[src/rtl/gbuf_arbiter_pkg.sv]
// Shared constants for the global-buffer arbiter:
// requester count, requester indices and FSM state encodings.
package gbuf_arbiter_pkg;

  localparam int GBUF_NUM_REQ = 3;

  localparam int REQ_DMA   = 0;
  localparam int REQ_SCHED = 1;
  localparam int REQ_HOST  = 2;

  localparam logic [0:0] ARB_IDLE  = 1'b0;
  localparam logic [0:0] ARB_OWNED = 1'b1;

endpackage

[src/rtl/gbuf_arbiter_rr_priority_picker.sv]
// Rotating-priority one-hot picker: first set bit of req_i
// at or above ptr_i, wrapping modulo N.
// Ports: req_i request vector, ptr_i start index,
//        gnt_o one-hot grant, idx_o grant index, any_o any request.
module rr_priority_picker #(
  parameter int N  = 3,
  parameter int IW = 2
) (
  input  logic [N-1:0]  req_i,
  input  logic [IW-1:0] ptr_i,
  output logic [N-1:0]  gnt_o,
  output logic [IW-1:0] idx_o,
  output logic          any_o
);

  logic found;
  int   j;

  always_comb begin
    gnt_o = '0;
    idx_o = '0;
    found = 1'b0;
    j     = 0;
    for (int k = 0; k < N; k++) begin
      j = int'(ptr_i) + k;
      if (j >= N) j = j - N;
      for (int i = 0; i < N; i++) begin
        if (!found && (i == j) && req_i[i]) begin
          found    = 1'b1;
          gnt_o[i] = 1'b1;
          idx_o    = IW'(i);
        end
      end
    end
    any_o = found;
  end

endmodule

[src/rtl/gbuf_arbiter.sv]
// Round-robin arbiter for the single-port global buffer with
// burst locking (bounded by MAX_BURST) and 1-cycle read return.
// Ports: req_* per-requester valid/ready/we/lock/addr/wdata,
//        rsp_* read return, buf_* buffer port, grant_id, busy.
module gbuf_arbiter
  import gbuf_arbiter_pkg::*;
#(
  parameter int DATA_WIDTH = 32,
  parameter int ADDR_WIDTH = 16,
  parameter int NUM_REQ    = GBUF_NUM_REQ,
  parameter int MAX_BURST  = 16,
  localparam int IW = (NUM_REQ > 1) ? $clog2(NUM_REQ) : 1,
  localparam int CW = $clog2(MAX_BURST + 1)
) (
  input  logic                          clk,
  input  logic                          rst,
  input  logic [NUM_REQ-1:0]            req_valid,
  output logic [NUM_REQ-1:0]            req_ready,
  input  logic [NUM_REQ-1:0]            req_we,
  input  logic [NUM_REQ-1:0]            req_lock,
  input  logic [NUM_REQ*ADDR_WIDTH-1:0] req_addr,
  input  logic [NUM_REQ*DATA_WIDTH-1:0] req_wdata,
  output logic [NUM_REQ-1:0]            rsp_valid,
  output logic [DATA_WIDTH-1:0]         rsp_rdata,
  output logic                          buf_ce,
  output logic                          buf_we,
  output logic [ADDR_WIDTH-1:0]         buf_addr,
  output logic [DATA_WIDTH-1:0]         buf_wdata,
  input  logic [DATA_WIDTH-1:0]         buf_rdata,
  output logic [IW-1:0]                 grant_id,
  output logic                          busy
);

  logic [0:0]         state_q, state_d;
  logic [IW-1:0]      ptr_q, ptr_d;
  logic [CW-1:0]      beat_q, beat_d;
  logic [IW-1:0]      gid_q, gid_d;
  logic [NUM_REQ-1:0] rsp_q, rsp_d;

  logic [NUM_REQ-1:0] own_mask;
  logic [NUM_REQ-1:0] elig;
  logic [NUM_REQ-1:0] pick_gnt;
  logic [IW-1:0]      pick_idx;
  logic               pick_any;
  logic               xfer;
  logic               win_we;
  logic               win_lock;
  logic               others;
  logic               owner_valid;
  logic [CW-1:0]      beat_inc;
  logic [IW-1:0]      nxt_ptr;

  // The owner is always the last granted requester.
  assign own_mask = NUM_REQ'(1) << gid_q;
  assign elig     = (state_q == ARB_OWNED)
                  ? (req_valid & own_mask)
                  : req_valid;

  rr_priority_picker #(
    .N  (NUM_REQ),
    .IW (IW)
  ) u_pick (
    .req_i (elig),
    .ptr_i (ptr_q),
    .gnt_o (pick_gnt),
    .idx_o (pick_idx),
    .any_o (pick_any)
  );

  assign xfer        = pick_any & ~rst;
  assign req_ready   = rst ? '0 : pick_gnt;
  assign win_we      = req_we[pick_idx];
  assign win_lock    = req_lock[pick_idx];
  assign others      = |(req_valid & ~own_mask);
  assign owner_valid = |(req_valid & own_mask);
  assign beat_inc    = beat_q + CW'(1);
  assign nxt_ptr     = (pick_idx == IW'(NUM_REQ - 1))
                     ? '0
                     : pick_idx + IW'(1);

  always_comb begin
    state_d = state_q;
    ptr_d   = ptr_q;
    beat_d  = beat_q;
    gid_d   = gid_q;
    rsp_d   = '0;
    if (xfer) begin
      ptr_d = nxt_ptr;
      gid_d = pick_idx;
      if (!win_we) rsp_d = pick_gnt;
    end
    unique case (state_q)
      ARB_IDLE: begin
        if (xfer && win_lock) begin
          state_d = ARB_OWNED;
          beat_d  = CW'(1);
        end
      end
      ARB_OWNED: begin
        if (!owner_valid) begin
          state_d = ARB_IDLE;
          beat_d  = '0;
        end else if (xfer) begin
          if (!win_lock) begin
            state_d = ARB_IDLE;
            beat_d  = '0;
          end else if (beat_inc == CW'(MAX_BURST)) begin
            // Burst limit: rotate out only if someone waits.
            if (others) begin
              state_d = ARB_IDLE;
              beat_d  = '0;
            end else begin
              beat_d = CW'(1);
            end
          end else begin
            beat_d = beat_inc;
          end
        end
      end
      default: state_d = ARB_IDLE;
    endcase
  end

  always_ff @(posedge clk) begin
    if (rst) begin
      state_q <= ARB_IDLE;
      ptr_q   <= '0;
      beat_q  <= '0;
      gid_q   <= '0;
      rsp_q   <= '0;
    end else begin
      state_q <= state_d;
      ptr_q   <= ptr_d;
      beat_q  <= beat_d;
      gid_q   <= gid_d;
      rsp_q   <= rsp_d;
    end
  end

  // A response in flight when reset rises is dropped at once.
  assign rsp_valid = rsp_q & ~{NUM_REQ{rst}};
  assign rsp_rdata = buf_rdata;
  assign grant_id  = gid_q;
  assign busy      = (state_q == ARB_OWNED);

  assign buf_ce    = xfer;
  assign buf_we    = xfer & win_we;
  assign buf_addr  = xfer
                   ? req_addr[pick_idx*ADDR_WIDTH +: ADDR_WIDTH]
                   : '0;
  assign buf_wdata = xfer
                   ? req_wdata[pick_idx*DATA_WIDTH +: DATA_WIDTH]
                   : '0;

endmodule

[config.mk]
export PLATFORM = sky130hd
export DESIGN_NAME = gbuf_arbiter
export DESIGN_NICKNAME = d
export VERILOG_FILES = /design/src/rtl/gbuf_arbiter_pkg.sv /design/src/rtl/gbuf_arbiter_rr_priority_picker.sv /design/src/rtl/gbuf_arbiter.sv
export SDC_FILE = /design/constraint.sdc
export NUM_CORES = 1
export LEC_CHECK = 0
export CAP_MARGIN = 10
export CELL_PAD_IN_SITES_DETAIL_PLACEMENT = 1
export CELL_PAD_IN_SITES_GLOBAL_PLACEMENT = 1
export CORE_MARGIN = 5
export CORE_UTILIZATION = 16
export DETAILED_ROUTE_END_ITERATION = 8
export PLACE_DENSITY_LB_ADDON = 0.1
export SYNTH_ARGS = -nofsm -noshare
export SYNTH_HDL_FRONTEND = slang
export SYNTH_SLANG_ARGS = --single-unit
[constraint.sdc]
create_clock -name clk -period 2.3 [get_ports clk]
set_input_delay 0.345 -clock clk [delete_from_list [all_inputs] [get_ports clk]]
set_output_delay 0.345 -clock clk [all_outputs]
set_load 0.03 [all_outputs]
==> impl_metrics.csv <==
group,metric,value,unit
power_and_ir_drop,p_per_area,1160,mW/mm²
sta,slew_viol_final,0,
die,core-area,0.0153,mm²
synth,synthCells,329,
drt,final_antenna_net_count,0,
drt,drc_errors,0,
clocking,cts_sinks,13,
critical_path,critPathKind,"flop to primary output",
power_and_ir_drop,peakVddDrop,0.000526,V
place,globalplace.congestion,0.819,
synth,synthSimpleGateAreaFrac,0.185,
synth,yosys_register_bits,13,
synth,postSynthAreaPerCell,7.59,µm²
power_and_ir_drop,power,7630,µW
synth,ys_types,49,
status,status,"finished with violations",
die,initial_core_util,0.164,
layout,final_cell_area,0.00657,mm²
synth,yosysWarnings,0,
critical_path,crit_top_cell,"clkbuf_16",
clocking,ctsHoldBuffers,0,
drt,drtIter0Drc,81,
drt,route.vias.total,3529,
sta,max_clock_freq,353,MHz
die,fp.dieH,135,µm
power_and_ir_drop,p_int,4070,µW
die,std_cell_rows,45,
place,post-place-ws,-0.584,ns
status,violations,"setup timing",
place,hpwl,11.7,mm
layout,nNetsFinal,766,
clocking,cts-root-buf,"clkbuf_16",
power_and_ir_drop,clkPwrFrac,0.045,
synth,ys_seq_area_frac,0.104,
clocking,cts_made_buffers,3,
hold_path,hold_path.class,"flop to flop",
sta,slew_headroom,0.561,
synth,async_flop_share,0,
clocking,clk_pin_slew,0.05,ns
critical_path,slowest_stage,"dfxtp_4",
grt,overflow,0,
critical_path,cp_max_fo,8,
power_and_ir_drop,pwr-share-comb,0.909,
drt,firstDrtPassIters,4,
power_and_ir_drop,p_seq_frac,0.047,
synth,synthAdderAreaFrac,0.0201,
synth,ys.flop_type,"dfxtp_1",
layout,area_growth,163,%
critical_path,cp_top_family,"compound AO/OA/AOI/OAI gates",
grt,antenna_found_initial,1,
critical_path,cp-start-kind,"flop",
sta,finalSetupViolCount,58,
synth,synth.net_count,520,
synth,synth_top_family_by_area,"compound AO/OA/AOI/OAI gates",
sta,worst_slack,-0.533,ns
power_and_ir_drop,swShare,0.467,
critical_path,required,1.96,ns
layout,layout_common_cells,"clkdlybuf4s50_1, buf_4, nor2_1",
grt,grt_pass1_vias,3834,
synth,synth.area.mux_share,0.217,
flow_run,maxCapViolations,0,
critical_path,cp.buffers_inverters,5,
layout,final_common_cell,"clkdlybuf4s50_1",
critical_path,cp_cell_sequence,"inv_4, ha_4, buf_6, a21boi_4, o2bb2ai_4, a21oi_4, nand2_8, buf_12, clkbuf_16, a211oi_4, clkbuf_16",
place,port_buffers,213,
clocking,cts_buffer_depth,2,
clocking,clk_latency,0.25,ns
power_and_ir_drop,p_leak,0.00255,µW
sta,finalSetupTns,-23.83,ns
clocking,h-tree-depth,1,
synth,netlist_area,0.00250,mm²
sta,min_period_over_period,1.23,
grt,grtUsageTotal,0.158,
sta,period_minus_slack,2.83,ns
die,die_w,135,µm
critical_path,max_stage_delay,0.37,ns
grt,grt_pass1_wl,22.8,mm
layout,layout-drive-gt1-share,0.490,
power_and_ir_drop,power.switching,3560,µW
sta,worst_clock_skew,0.00401,ns
synth,synth_compound_area_frac,0.287,
clocking,cts_tree,"built",
grt,grt_max_degree,24,
place,placed_cell_area,0.00539,mm²
synth,synth_edf_count,0,
sta,tightest_slew,0.650,ns
die,ios,278,
critical_path,end_kind,"primary output",
sta,rsz0062_at_grt,"true",
drt,viasPerCell,4.49,
drt,routedWlPerCell,19.9,µm
synth,synth-xor-area-share,0,
die,die_area,0.0182,mm²
sta,hold_viol_final,0,
drt,routed_wl,15.6,mm
critical_path,critical_path_arrival,2.49,ns
[cell families after synthesis]
| logic type | count (synthesis) |
|---|---|
| DFF | 13 |
| muxes | 54 |
| AOI/OAI and AO/OA | 93 |
| and+or+nand+nor | 102 |
| adders and majority gates | 4 |
| buffers and inverters | 63 |
[worst reg2reg max path, stage by stage, from the launching register on]
cell and delay [ns]:
dfxtp_4 0.37, inv_4 0.04, ha_4 0.30, buf_6 0.11, a21boi_4 0.19, o2bb2ai_4 0.10
buf_4 0.14, buf_4 0.12, buf_4 0.13, and3_4 0.17, o32a_4 0.35, buf_6 0.13
o211ai_1 0.07, a21oi_1 0.09
[final timing paths]
check,from,endpoint,slack (ns),cells after the start
hold reg to reg,ptr_q[0],ptr_q[0],0.50,2
setup reg to reg,ptr_q[0],beat_q[2],-0.14,13
hold / removal,ptr_q[0],ptr_q[0],0.50,2
setup / recovery,ptr_q[0],buf_addr[2],-0.53,11
[power groups by stage]
stage	Clock [µW]	Combinational (µW)	Sequential [µW]
2_1_floorplan	0	3390	371
3_3_place_gp	0	5180	352
3_5_place_dp	0	5220	353
4_1_cts	349	6430	354
5_1_grt	358	7300	365
6_report	343	6930	355
[layer usage]
layer  up-vias  share of wire  global-route usage
met5         -              0                   0
met4         0         0.0091              0.0221
met3         8          0.071              0.0417
met2       152           0.53               0.301
met1      1723           0.39               0.179
li1       1646              -                   -
[area by class of cell]
type                       count  area (µm²)
timing repair buffer         298        3200
inverter                       6        27.5
fill                        1679        8690
tap                          211         264
sequential                    13         279
antenna                        1        2.50
multi-input combinational    253        2720
clock buffer                   4        78.8
[flip-flops by register name (all words and copies together), names as in the netlist]
name	flops
beat_q	5
grant_id	2
rsp_q	3
busy	1
ptr_q	2
[Yosys cell counts, drive strengths merged, types with 3 or more instances]
library cell,instances,area [µm²]
a211oi,49,408
a21oi,14,73.8
and2,3,18.8
buf,52,424
clkbuf,5,18.8
dfxtp,13,260
ha,4,50.1
inv,6,22.5
mux2i,53,531
nand2,17,68.8
nand2b,3,18.8
nand3b,3,22.5
nor2,56,210
nor2b,8,50.1
nor3,3,15.0
o211ai,5,37.5
o21ai,6,33.8
[stage by stage]
stage	cells	hold slack, ns	utilization
finish	786	0.503	0.431
global route	786	0.520	0.431
CTS	777	0.501	0.406
detailed placement	750	0.487	0.353
global placement	750	0.471	0.353
floorplan	329	0.460	-
[repair_timing]
item                                    in CTS  in global routing
resized for setup                           99                 51
buffers inserted                            18                  6
endpoints found under the setup margin      59                 59
pin swaps                                   24                 29
gates cloned                                 6                  5
(Power assumes the default switching activity.)
